**src/rtl/hazard_ctrl.sv**
```systemverilog
// Hazard and stall controller for the 5-stage pipeline.
// Resolves load-use, branch, MDU and data-memory wait hazards.
module hazard_ctrl #(
    parameter int WAIT_TIMEOUT = 64,
    parameter int CNT_W        = 32
) (
    input  logic             clk,
    input  logic             rst_n,
    input  logic [4:0]       id_rs1,
    input  logic [4:0]       id_rs2,
    input  logic             id_use_rs1,
    input  logic             id_use_rs2,
    input  logic             id_ex_memread,
    input  logic [4:0]       id_ex_rd,
    input  logic             ex_branch_taken,
    input  logic             ex_mdu_start,
    input  logic             mdu_done,
    input  logic             mem_req,
    input  logic             dmem_ready,
    output logic             stall_pc,
    output logic             stall_if_id,
    output logic             stall_id_ex,
    output logic             stall_ex_mem,
    output logic             flush_if_id,
    output logic             flush_id_ex,
    output logic             bubble_ex_mem,
    output logic             bubble_mem_wb,
    output logic             timeout_err,
    output logic [CNT_W-1:0] stall_cnt
);

    localparam int WC_W = $clog2(WAIT_TIMEOUT + 1);

    typedef enum logic [1:0] {
        RUN,
        MEM_WAIT,
        MDU_WAIT
    } state_t;

    state_t          state_q, state_d;
    logic [WC_W-1:0] wait_q, wait_d;
    logic            err_q, err_d;
    logic [CNT_W-1:0] cnt_q;

    logic mem_stall, mdu_busy, load_use, wait_hit;
    logic s_pc, s_ifid, s_idex, s_exmem;
    logic f_ifid, f_idex, b_exmem, b_memwb;

    assign mem_stall = mem_req && !dmem_ready;
    assign mdu_busy  = ex_mdu_start && !mdu_done;
    assign wait_hit  = (wait_q == WC_W'(WAIT_TIMEOUT));

    assign load_use = id_ex_memread && (id_ex_rd != 5'd0) &&
                      ((id_use_rs1 && (id_ex_rd == id_rs1)) ||
                       (id_use_rs2 && (id_ex_rd == id_rs2)));

    always_comb begin
        state_d = state_q;
        wait_d  = wait_q;
        err_d   = err_q;
        s_pc    = 1'b0;
        s_ifid  = 1'b0;
        s_idex  = 1'b0;
        s_exmem = 1'b0;
        f_ifid  = 1'b0;
        f_idex  = 1'b0;
        b_exmem = 1'b0;
        b_memwb = 1'b0;
        unique case (state_q)
            RUN: begin
                if (mem_stall) begin
                    {s_pc, s_ifid, s_idex, s_exmem} = 4'hf;
                    b_memwb = 1'b1;
                    state_d = MEM_WAIT;
                    wait_d  = WC_W'(1);
                end else if (mdu_busy) begin
                    {s_pc, s_ifid, s_idex} = 3'b111;
                    b_exmem = 1'b1;
                    state_d = MDU_WAIT;
                    wait_d  = WC_W'(1);
                end else if (ex_branch_taken) begin
                    f_ifid = 1'b1;
                    f_idex = 1'b1;
                end else if (load_use) begin
                    s_pc   = 1'b1;
                    s_ifid = 1'b1;
                    f_idex = 1'b1;
                end
            end
            MEM_WAIT: begin
                if (dmem_ready) begin
                    state_d = RUN;
                    wait_d  = '0;
                end else if (wait_hit) begin
                    state_d = RUN;
                    wait_d  = '0;
                    err_d   = 1'b1;
                end else begin
                    {s_pc, s_ifid, s_idex, s_exmem} = 4'hf;
                    b_memwb = 1'b1;
                    wait_d  = wait_q + 1'b1;
                end
            end
            MDU_WAIT: begin
                if (mdu_done) begin
                    state_d = RUN;
                    wait_d  = '0;
                end else if (wait_hit) begin
                    state_d = RUN;
                    wait_d  = '0;
                    err_d   = 1'b1;
                end else begin
                    {s_pc, s_ifid, s_idex} = 3'b111;
                    b_exmem = 1'b1;
                    s_exmem = mem_stall;
                    b_memwb = mem_stall;
                    wait_d  = wait_q + 1'b1;
                end
            end
            default: begin
                state_d = RUN;
                wait_d  = '0;
            end
        endcase
    end

    // Controls are forced low while reset is held.
    assign stall_pc      = rst_n & s_pc;
    assign stall_if_id   = rst_n & s_ifid;
    assign stall_id_ex   = rst_n & s_idex;
    assign stall_ex_mem  = rst_n & s_exmem;
    assign flush_if_id   = rst_n & f_ifid;
    assign flush_id_ex   = rst_n & f_idex;
    assign bubble_ex_mem = rst_n & b_exmem;
    assign bubble_mem_wb = rst_n & b_memwb;
    assign timeout_err   = err_q;
    assign stall_cnt     = cnt_q;

    always_ff @(posedge clk or negedge rst_n) begin
        if (!rst_n) begin
            state_q <= RUN;
            wait_q  <= '0;
            err_q   <= 1'b0;
            cnt_q   <= '0;
        end else begin
            state_q <= state_d;
            wait_q  <= wait_d;
            err_q   <= err_d;
            if (stall_pc && (cnt_q != '1))
                cnt_q <= cnt_q + 1'b1;
        end
    end

endmodule

```
**config.mk**
```make
export PLATFORM = sky130hd
export DESIGN_NAME = hazard_ctrl
export DESIGN_NICKNAME = d
export VERILOG_FILES = /design/src/rtl/hazard_ctrl.sv
export SDC_FILE = /design/constraint.sdc
export NUM_CORES = 1
export LEC_CHECK = 0
export ABC_AREA = 0
export CAP_MARGIN = 20
export CORE_MARGIN = 2
export CORE_UTILIZATION = 40
export DETAILED_ROUTE_END_ITERATION = 16
export HOLD_SLACK_MARGIN = 0.03
export PLACE_DENSITY = 0.82
export SLEW_MARGIN = 20
export SYNTH_ARGS = -nofsm -noshare
export SYNTH_HDL_FRONTEND = slang
export SYNTH_SLANG_ARGS = --single-unit
```
**constraint.sdc**
```tcl
create_clock -name clk -period 2.35 [get_ports clk]
set_input_delay 0.3525 -clock clk [delete_from_list [all_inputs] [get_ports clk]]
set_output_delay 0.3525 -clock clk [all_outputs]
set_load 0.05 [all_outputs]
```
# == After elaboration in Yosys (flattened, before gate mapping) ==
# Cells that the tools add are included.
# totals
n_memories,0
ramBits,0
elab_cells,76
mem_bits_ro,0
output_inout_bits,41
latchBits,0
regBits,42
input_bits,25
# classes
addsub,2
bitwise,6
div_mod_pow,0
magnitude_cmp,0
n_reduce_logical,14
shifts,0
mux,41
eq_ne,9
multipliers,0
# op_table
operator,count
2-to-1 mux 7 bit,5
"adder 32 x 1 -> 32 bit, second input constant",1
"inequality test 32 bit, second input constant",1
2-to-1 mux 1 bit,24
case mux 7 bit (3 select lines),1
== test 5 bit,2
2-to-1 mux 2 bit,5
case mux 1 bit (3 select lines),3
"adder 7 x 1 -> 7 bit, second input constant",1
"== test 7 bit, second input constant",1
logical AND 1 bit,7
AND 1 bit,6
case mux 2 bit (3 select lines),1
nonzero test 5 bit,1
"inequality test 2 bit, second input constant",2
case mux 1 bit (2 select lines),2
"inequality test 3 bit, second input constant",1
AND reduction 3 bit,1
"== test 2 x 1 -> 1 bit, second input constant",1
"== test 2 bit, second input constant",1
logical NOT 1 bit,2
logical NOT 2 bit,1
nonzero test 2 bit,1
logical OR 1 bit,1

# == Logic depth before layout (Yosys ltp) ==
# depth
word_depth,11
depth_mapped,9

# == Worst setup path before layout ==
# Ideal clock, no wire load.
# synth_path
path_type,flip-flop to output port
startpoint,register state_q[0]
endpoint,output stall_pc
path_slack_ns,-0.755
required_ns,1.997
n_path_buf,3
path_stages_with_launch,9
arrival_ns,2.753
cell_sequence,dfrtp_1 > buf_2 > nor3b_1 > o22ai_2 > a211oi_2 > a21oi_2 > clkbuf_1 > inv_1 > buf_4
# synth_via
elab_chain_cells,3
# synth_lines
item,line,text
start: declaration,40,"state_t state_q, state_d;"
start signal: assignment,146,state_q <= state_d;
"== test 2 bit, or another cell as far along",--,
case mux 1 bit (3 select lines) *,--,
AND 1 bit *,--,
end: declaration,20,"output logic stall_pc,"
# Mark *: on every way between the ends. The rest lies on a longest branch, timed or not.

# == Worst setup path in the final report ==
# layout_path
startpoint,register wait_q[3]
endpoint,output stall_if_id
# layout_via
elab_chain_cells,5
# layout_lines
item,line,text
start: declaration,41,"logic [WC_W-1:0] wait_q, wait_d;"
start signal: assignment,147,wait_q <= wait_d;
== test 7 bit *,51,assign wait_hit = (wait_q == WC_W'(WAIT_TIMEOUT));
2-to-1 mux 1 bit *,"94, 108",
2-to-1 mux 1 bit (on tied branches),"105, 91",
case mux 1 bit (3 select lines) *,69,unique case (state_q)
AND 1 bit *,129,assign stall_if_id = rst_n & s_ifid;
end: declaration,21,"output logic stall_if_id,"
# Marks and branches as above.

==> flow_summary.toml <==
[worst_setup_path]
path_max_fanout = 3
crit_family = "simple AND/OR/NAND/NOR gates"
path_cells = "or4_4 > buf_6 > o22ai_4 > a211oi_4 > a21oi_4 > inv_2 > buf_6"
path_buf_inv = 3
reg2reg_from = "stall_cnt[3]"
end_kind = "output pin"
critPathKind = "reg2out"
setup.worst_path.start = "wait_q[3]"
critical_path.max_stage_delay_ps = 570
start_kind = "flop"
required_ps = 2000
cp_data_arrival_time_ps = 2070
cp_slowest_cell = "or4_4"
cpMostUsedCell = "buf_6"

[placement]
hpwlAfterDp_um = 4560
port_buffers = 65
place_ws_ps = -199
dp.cells = 411
gp_congestion = 0.825
dpl-instance-area_sq_um = 3480

[grt]
grt_max_degree = 45
antenna_found_initial = 0
grt_usage_pct = 19.2
grt_pass1_wl_um = 9860
grt_overflow = 0
first_global_vias = 2198

[status]
failed_checks = "negative setup slack"
status = "finished with violations"

[layout]
final_cell_area_sq_um = 3820
syn_to_final_growth_pct = 57.3
drive_gt1_share_pct = 30.2
fillers = 472
final_util_pct = 64.9
insertedDiodeCount = 0
final_cells = 429
fin_nets = 381

[clock_network]
clock_sinks = 42
cts_buffers = 5
root_buffer = "clkbuf_8"
clk_latency_ps = 300
holdBufCountCts = 0
cts_max_level = 2
ctsLongestPathBuffers = 2
cts_tree = "built"
clk_pin_slew_ps = 80

[timing]
max_freq_mhz = 412
setup_viol = 5
period_share_pct = 103
drv_slew = 0
fin_crit_ps = 2430
hold_viol = 0
slew_headroom_pct = 64.2
finalClockSkew_ps = 8.04
worst_pin_slew_ps = 533
rsz0062_at_grt = "yes"
setup_slack_ps = -76.7

[yosys]
yosysWarnings = 0
syn_inst = 258
synth_xor_xnor_area_share_pct = 15.1
synth_edf_count = 0
syn-num-nets = 286
ys_async_sr_fraction_pct = 100
synth_fa_ha_area_share_pct = 1.55
synth_top_flop_cell = "dfrtp_1"
synth_top_family_by_area = "simple AND/OR/NAND/NOR gates"
synth_cell_type_count = 39
synth_seq_cells = 42
avgSynthCellArea_sq_um = 9.41
synth-compound-area-share_pct = 6.08
synth_seq_area_share_pct = 43.3
synthSimpleGateAreaFrac_pct = 29.1
muxShareOfSynthArea_pct = 0.927
netlist_area_sq_um = 2430

[floorplanning]
dieArea_sq_um = 6710
ios = 66
die_w_um = 81.9
start_util_pct = 41.3
core_area_sq_um = 5890
fp-row-count = 28
die_h_um = 81.9

[drt]
antenna_left = 0
drtIter0Drc = 85
vias = 2306
drtPass1Iterations = 4
wl_per_cell_um = 14.8
routed_wl_um = 6340
via_per_inst = 5.38
drc = 0

[pwr]
leakage_nw = 1.67
power_mw = 2.18
ir_worst_vdd_uv = 466
p_per_area_nw_per_um2 = 570

[run]
drv_cap = 0

[worst_hold_path]
holdCritPathClass = "in2async"
==> worst register-to-register path, delay by kind of cell (launching register included) <==
family | cells | cell delay [ps]
and+or+nand+nor | 5 | 1250
DFF | 1 | 400
buffers and inverters | 2 | 340
xor gates and xnor gates | 1 | 160
==> synthesized netlist by cell type (all sizes together), types with 4 or more instances <==
library cell	count	area [sq um]
and2	4	25.0
and3	8	50.1
buf	10	58.8
dfrtp	42	1050
inv	9	33.8
nand2	18	67.6
nand3	14	70.1
nand4	12	75.1
nor2	14	52.6
nor2b	5	31.3
nor3	22	110
nor3b	4	30.0
nor4	11	83.8
nor4b	4	35.0
o21ai	10	50.1
or2	4	25.0
xnor2	14	123
xor2	28	245
==> sequential cells by signal (all words and copies together) (netlist names) <==
register and flops:
state_q 2, timeout_err 1, wait_q 7, stall_cnt 32
==> logic make-up (layout without fill, tap and decap cells) <==
kind of cell | count (synthesis) | after routing
simple gates | 127 | 127
xor+xnor | 42 | 42
flops | 42 | 42
compound gates | 22 | 22
buf+inv | 20 | 116
fa+ha+maj | 3 | 3
mux | 2 | 2
==> final timing paths <==
check	to	slack, ps	depth (start not counted)
max in group asynchronous	state_q[1]	1780	2
min in group clk	stall_cnt[14]	480	1
hold / removal	stall_cnt[12]	170	2
setup reg to reg	stall_cnt[3]	90	8
hold reg to reg	stall_cnt[14]	480	1
setup / recovery	stall_if_id	-80	7
==> routing by layer <==
layer	share of wire [%]	track usage, %	up-vias
met1	41	22.7	1100
met2	52	32.9	95
met5	0	0	-
li1	-	-	1104
met3	6.1	4.51	7
met4	1.5	8.50	0
==> power by group <==
group	internal, mW	switching (mW)
Clock	0.347	0.251
Combinational	0.288	0.426
Sequential	0.786	0.0776
Total	1.42	0.755
==> cells in the final DEF, fill, tap and decap left out, drive strengths merged, types with 5 or more instances in the layout <==
| cell | n |
|---|---|
| clkdlybuf4s50 | 51 |
| buf | 43 |
| dfrtp | 42 |
| xor2 | 28 |
| nor3 | 22 |
| nand2 | 18 |
| nand3 | 14 |
| nor2 | 14 |
| xnor2 | 14 |
| nand4 | 12 |
| nor4 | 11 |
| o21ai | 10 |
| inv | 9 |
| and3 | 8 |
| clkbuf | 7 |
| dlymetal6s2s | 5 |
| nor2b | 5 |
==> through the flow <==
step | TNS [ps] | hold slack [ps]
finish | -359 | 172
CTS | -741 | 186
global route | -1020 | 211
floorplan | -4570 | 56.9
global placement | -3630 | 462
detailed placement | -5060 | 467
==> area by class of cell <==
type / count / area (sq um) / share of cell area (%)
Clock buffer: 7 / 86.3 / 2.26
Clock inverter: 1 / 30.0 / 0.786
Inverter: 9 / 33.8 / 0.884
Multi-Input combinational cell: 196 / 1530 / 40.1
Sequential cell: 42 / 1070 / 28.0
Tap cell: 75 / 93.8 / 2.46
Timing Repair Buffer: 99 / 973 / 25.5
==> repair_timing <==
action                                  CTS  global route
endpoints found under the setup margin    6            39
gates resized for setup                  14            24
pin swaps                                 6             7
cloned                                    0             1
buffers inserted                          1             8
(Power assumes the default switching activity.)
